**src/rtl/fft_out_streamer.sv**
```systemverilog
// Streams a completed FFT frame out of the result RAM in natural bin order.
// A 4-entry prefetch FIFO with read credits absorbs downstream backpressure.
module fft_out_streamer #(
    parameter int FFT_SIZE      = 1024,
    parameter int DATA_WIDTH    = 16,
    parameter bit HALF_SPECTRUM = 1'b0,
    parameter int SCALE_SHIFT   = 0
) (
    input  logic                            clk_i,
    input  logic                            rst_ni,
    input  logic                            start_i,
    output logic                            busy_o,
    output logic                            done_o,
    output logic                            mem_req_o,
    output logic [$clog2(FFT_SIZE)-1:0]     mem_addr_o,
    input  logic [2*DATA_WIDTH-1:0]         mem_rdata_i,
    output logic                            fft_out_valid_o,
    output logic [2*DATA_WIDTH-1:0]         fft_out_data_o,
    output logic                            fft_out_last_o,
    input  logic                            fft_out_ready_i
);

    localparam int AW    = $clog2(FFT_SIZE);
    localparam int N_OUT = HALF_SPECTRUM ? FFT_SIZE / 2 + 1 : FFT_SIZE;
    localparam int DEPTH = 4;
    localparam logic [AW-1:0] LAST_ADDR = AW'(N_OUT - 1);

    typedef enum logic [1:0] {
        IDLE,
        STREAM,
        DRAIN
    } state_e;

    state_e                  state_q, state_d;
    logic [AW-1:0]           addr_q;
    logic                    rd_vld_q;
    logic                    rd_last_q;
    logic                    done_q;
    logic [2*DATA_WIDTH-1:0] fifo_data_q [DEPTH];
    logic [DEPTH-1:0]        fifo_last_q;
    logic [1:0]              wr_ptr_q;
    logic [1:0]              rd_ptr_q;
    logic [2:0]              count_q;

    logic issue;
    logic push;
    logic pop;
    logic head_last;
    logic fifo_valid;
    logic signed [DATA_WIDTH-1:0] re_in, im_in, re_sh, im_sh;

    // credits cover both buffered words and reads still in the RAM pipeline
    assign issue = (state_q == STREAM) &&
                   ((count_q + {2'b00, rd_vld_q}) < 3'(DEPTH));

    assign push       = rd_vld_q;
    assign fifo_valid = (count_q != 3'd0);
    assign pop        = fifo_valid && fft_out_ready_i;
    assign head_last  = fifo_valid && fifo_last_q[rd_ptr_q];

    assign re_in = mem_rdata_i[2*DATA_WIDTH-1:DATA_WIDTH];
    assign im_in = mem_rdata_i[DATA_WIDTH-1:0];
    assign re_sh = re_in >>> SCALE_SHIFT;
    assign im_sh = im_in >>> SCALE_SHIFT;

    always_comb begin
        state_d = state_q;
        unique case (state_q)
            IDLE:    if (start_i) state_d = STREAM;
            STREAM:  if (issue && addr_q == LAST_ADDR) state_d = DRAIN;
            DRAIN:   if (pop && head_last) state_d = IDLE;
            default: state_d = IDLE;
        endcase
    end

    always_ff @(posedge clk_i or negedge rst_ni) begin
        if (!rst_ni) begin
            state_q   <= IDLE;
            addr_q    <= '0;
            rd_vld_q  <= 1'b0;
            rd_last_q <= 1'b0;
            done_q    <= 1'b0;
        end else begin
            state_q   <= state_d;
            rd_vld_q  <= issue;
            rd_last_q <= issue && (addr_q == LAST_ADDR);
            done_q    <= (state_q == DRAIN) && pop && head_last;
            if (state_q == IDLE && start_i) begin
                addr_q <= '0;
            end else if (issue) begin
                addr_q <= addr_q + 1'b1;
            end
        end
    end

    always_ff @(posedge clk_i or negedge rst_ni) begin
        if (!rst_ni) begin
            fifo_data_q <= '{default: '0};
            fifo_last_q <= '0;
            wr_ptr_q    <= '0;
            rd_ptr_q    <= '0;
            count_q     <= '0;
        end else begin
            if (push) begin
                fifo_data_q[wr_ptr_q] <= {re_sh, im_sh};
                fifo_last_q[wr_ptr_q] <= rd_last_q;
                wr_ptr_q              <= wr_ptr_q + 2'd1;
            end
            if (pop) begin
                rd_ptr_q <= rd_ptr_q + 2'd1;
            end
            if (push && !pop) begin
                count_q <= count_q + 3'd1;
            end else if (!push && pop) begin
                count_q <= count_q - 3'd1;
            end
        end
    end

    assign busy_o          = (state_q != IDLE);
    assign done_o          = done_q;
    assign mem_req_o       = issue;
    assign mem_addr_o      = addr_q;
    assign fft_out_valid_o = fifo_valid;
    assign fft_out_data_o  = fifo_valid ? fifo_data_q[rd_ptr_q] : '0;
    assign fft_out_last_o  = head_last;

endmodule

```
**config.mk**
```make
export PLATFORM = sky130hd
export DESIGN_NAME = fft_out_streamer
export DESIGN_NICKNAME = d
export VERILOG_FILES = /design/src/rtl/fft_out_streamer.sv
export SDC_FILE = /design/constraint.sdc
export NUM_CORES = 1
export LEC_CHECK = 0
export CELL_PAD_IN_SITES_DETAIL_PLACEMENT = 1
export CELL_PAD_IN_SITES_GLOBAL_PLACEMENT = 1
export CORE_MARGIN = 8
export CORE_UTILIZATION = 35
export CTS_CLUSTER_SIZE = 14
export DETAILED_ROUTE_END_ITERATION = 12
export PLACE_DENSITY_LB_ADDON = 0.25
export RECOVER_POWER = 50
export SLEW_MARGIN = 40
export SYNTH_ARGS = -nofsm -noshare
export SYNTH_HDL_FRONTEND = slang
export SYNTH_SLANG_ARGS = --single-unit
```
**constraint.sdc**
```tcl
create_clock -name clk_i -period 2.9 [get_ports clk_i]
set_clock_uncertainty 0.05 [all_clocks]
set_input_delay 0.435 -clock clk_i [delete_from_list [all_inputs] [get_ports clk_i]]
set_output_delay 0.435 -clock clk_i [all_outputs]
set_load 0.01 [all_outputs]
```
==> flow_metrics.env <==
export IMPL_cp_start_kind="flip-flop"
export IMPL_cts_tree="built"
export IMPL_first_pass_iters=4
export IMPL_critPathTopFamily="buffers and inverters"
export IMPL_powerDensity_mw_per_mm2=1290
export IMPL_start_util=0.357
export IMPL_clock_path_buffers=2
export IMPL_syn_instance_count=458
export IMPL_htreeDepth=4
export IMPL_antenna_cells=0
export IMPL_rr_endpoint="count_q[2]$_DFFE_PN0P_"
export IMPL_status="finished with violations"
export IMPL_rows=51
export IMPL_grt_pass1_vias=4844
export IMPL_clk_pin_slew_ns=0.06
export IMPL_port_buffers=82
export IMPL_max_cap_violations=1
export IMPL_cts_sinks=154
export IMPL_setup_viol=0
export IMPL_violations="max-capacitance violations, max-slew violations"
export IMPL_nNetsFinal=588
export IMPL_finalPower_mw=11.2
export IMPL_grt_pass1_wl_mm=27.0
export IMPL_die_w_um=157
export IMPL_synth_seq_cells=154
export IMPL_finalCriticalPeriod_ns=2.76
export IMPL_hold_violations=0
export IMPL_gr_total_overflow=0
export IMPL_post_dp_hpwl_mm=10.9
export IMPL_crit_type="reg -> out"
export IMPL_synth_top_area_share=0.553
export IMPL_netlist_top_cells_area="dfrtp_1 55%, mux2_2 22%, mux4_2 11%"
export IMPL_tightest_slew_ns=1.74
export IMPL_hp_class="reg -> reg"
export IMPL_min_path_cells=1
export IMPL_worst_setup_path_end_kind="output port"
export IMPL_grt_max_degree=70
export IMPL_rsz0062_at_grt="false"
export IMPL_post_cts_buffers=0
export IMPL_area_growth_pct=25.4
export IMPL_slew_violations=69
export IMPL_yosysUniqueCellTypes=35
export IMPL_ir_drop_v=0.000562
export IMPL_fmax_ghz=0.363
export IMPL_hold_end="state_q[0]$_DFFE_PN0P_"
export IMPL_track_usage=0.144
export IMPL_syn_nets=501
export IMPL_fin_crit_sh=0.951
export IMPL_die_h_um=157
export IMPL_wl_per_cell_um=20.0
export IMPL_cts_root_buffer="clkbuf_16"
export IMPL_critPathMaxStageDelay_ns=0.56
export IMPL_synth_avg_cell_area_um2=15.2
export IMPL_drt_iter0_drc=198
export IMPL_cp_arrival_ns=2.27
export IMPL_cts_buffers=17
export IMPL_tns_ns=0
export IMPL_vias=4120
export IMPL_cp_cell_sequence="buf_12 > mux4_2 > and2_1 > clkdlybuf4s50_1"
export IMPL_coreArea_mm2=0.0195
export IMPL_wl_mm=16.4
export IMPL_clk_insertion_delay_late_ns=0.42
export IMPL_maxSlewHeadroom=-0.163
export IMPL_yosysTopAreaCell="dfrtp_1"
export IMPL_yosys_warnings=0
export IMPL_critPathBufInv=2
export IMPL_die_area_mm2=0.0247
export IMPL_grt_antenna_before_repair=0
export IMPL_drc=0
export IMPL_ff2ff_path_depth=8
export IMPL_p_leak_nw=3.54
export IMPL_r2r_slack_ns=0.62
export IMPL_synth_seq_area_share=0.553
export IMPL_slowest_stage="dfrtp_2"
export IMPL_drive_gt1_frac=0.384
export IMPL_critPathMaxFanout=26
export IMPL_worstPathRequired_ns=2.41
export IMPL_ios=83
export IMPL_r2r_start="count_q[0]$_DFFE_PN0P_"
export IMPL_syn_area_mm2=0.00696
export IMPL_routed_via_density=5.03
export IMPL_ant_nets=0
export IMPL_min_from="state_q[1]$_DFFE_PN0P_"
export IMPL_place_congestion=0.698
through the flow:
step	std cells	setup WS, ns	cell area, um^2	hold WS [ns]	utilization
floorplan	458	0.727	6960	0.0894	-
global placement	790	0.542	8170	0.415	0.419
detailed placement	790	0.461	8170	0.435	0.419
CTS	819	0.0000502	8740	0.445	0.448
global route	819	0.0283	8730	0.465	0.447
finish	819	0.142	8730	0.436	0.447
cells in the final DEF, fill, tap and decap left out, types with 2 or more instances in the layout:
cell type          n
a21oi_1            4
and2_1            34
buf_12             7
buf_4              3
bufinv_16          3
clkbuf_1           2
clkbuf_16         17
clkbuf_2           3
clkdlybuf4s50_1   81
clkinv_2           3
clkinvlp_4         3
dfrtp_1          152
dfrtp_2            2
ha_1               6
inv_1              6
mux2_2           133
mux2i_1            2
mux4_2            33
nand2_1            9
nand2_2            2
nand3_1            6
nor2_1             5
nor3_1             3
o211ai_1           3
o21ai_0            3
o31ai_1            5
or4_1              3
xnor2_1            3
xor2_1             4
worst register-to-register path, cell delays in order (launching register included):
cell     delay [ns]
dfrtp_1        0.44
or3_4          0.45
nand2_1        0.20
ha_1           0.22
inv_1          0.06
fa_1           0.37
xor2_1         0.15
nor2_1         0.11
xor2_1         0.16
final cells by class:
cell class                 count  area (um^2)
clock inverter                 9          128
tap                          265          332
fill                        1995        10800
multi-input combinational    271         2970
sequential                   154         3860
clock buffer                  19          433
timing repair buffer          95          998
inverter                       6         22.5
cell usage after synthesis:
master     count
dfrtp_1      154
mux2_2       133
and2_1        34
mux4_2        33
buf_2         17
nand2_1       11
clkbuf_1       6
ha_1           6
inv_1          6
nand3_1        6
nor2_1         5
o31ai_1        5
a21oi_1        4
xor2_1         4
nor3_1         3
o211ai_1       3
o21ai_0        3
or4_1          3
xnor2_1        3
buf_1          2
mux2i_1        2
or3_1          2
a311oi_1       1
a31oi_2        1
and2b_1        1
and4_1         1
buf_4          1
buf_6          1
fa_1           1
nand4_2        1
nor4b_1        1
o2111ai_1      1
o21ai_2        1
or2_1          1
or2_2          1
report_power, final:
part | internal [mW] | switching [mW] | total, mW
clock network | 1.33 | 0.826 | 2.15
registers | 3.20 | 0.622 | 3.82
logic | 3.23 | 2.04 | 5.27
layer usage:
layer | wire, um | GRT usage
met3 | 535 | 0.0340
met2 | 8780 | 0.252
met5 | 0 | 0
met4 | 195 | 0.0499
met1 | 6840 | 0.170
registers in the layout, summed over array words and instances, names as in the netlist:
name / count
push: 1
rd_last_q: 1
done_o: 1
state_q: 2
rd_ptr_q: 2
fifo_last_q: 4
mem_addr_o: 10
wr_ptr_q: 2
fifo_data_q: 128
count_q: 3
worst max-delay path by stage:
stage | end | slack (ns) | startpoint | cells after the start
3_3_place_gp | mem_req_o | 0.54 | push$_DFF_PN0_ | 4
6_report | fft_out_data_o[31] | 0.14 | rd_ptr_q[1]$_DFFE_PN0P_ | 4
4_1_cts | mem_req_o | 0.00005 | push$_DFF_PN0_ | 4
3_5_place_dp | mem_req_o | 0.46 | push$_DFF_PN0_ | 4
5_1_grt | rd_ptr_q[0]$_DFFE_PN0P_ | 0.03 | rst_ni | 3
2_1_floorplan | count_q[2]$_DFFE_PN0P_ | 0.73 | count_q[1]$_DFFE_PN0P_ | 9
timing repair:
action / in CTS / in global routing
resized for setup: 0 / 2
endpoints found under the setup margin: 0 / 20
hold buffers: 1 / 0
endpoints found under the hold margin: 38 / 0
kinds of logic (layout without fill, tap and decap cells):
family                     count (synthesis)  after routing  share of synthesized area
adders and majority gates                  7              7                     0.0137
xor gates and xnor gates                   7              7                    0.00880
AOI/OAI and AO/OA                         19             19                     0.0192
DFF                                      154            154                      0.553
muxes                                    168            168                      0.325
and+or+nand+nor                           70             70                     0.0579
buffers and inverters                     33            129                     0.0225
No activity file was read; power rests on OpenSTA's default activity.
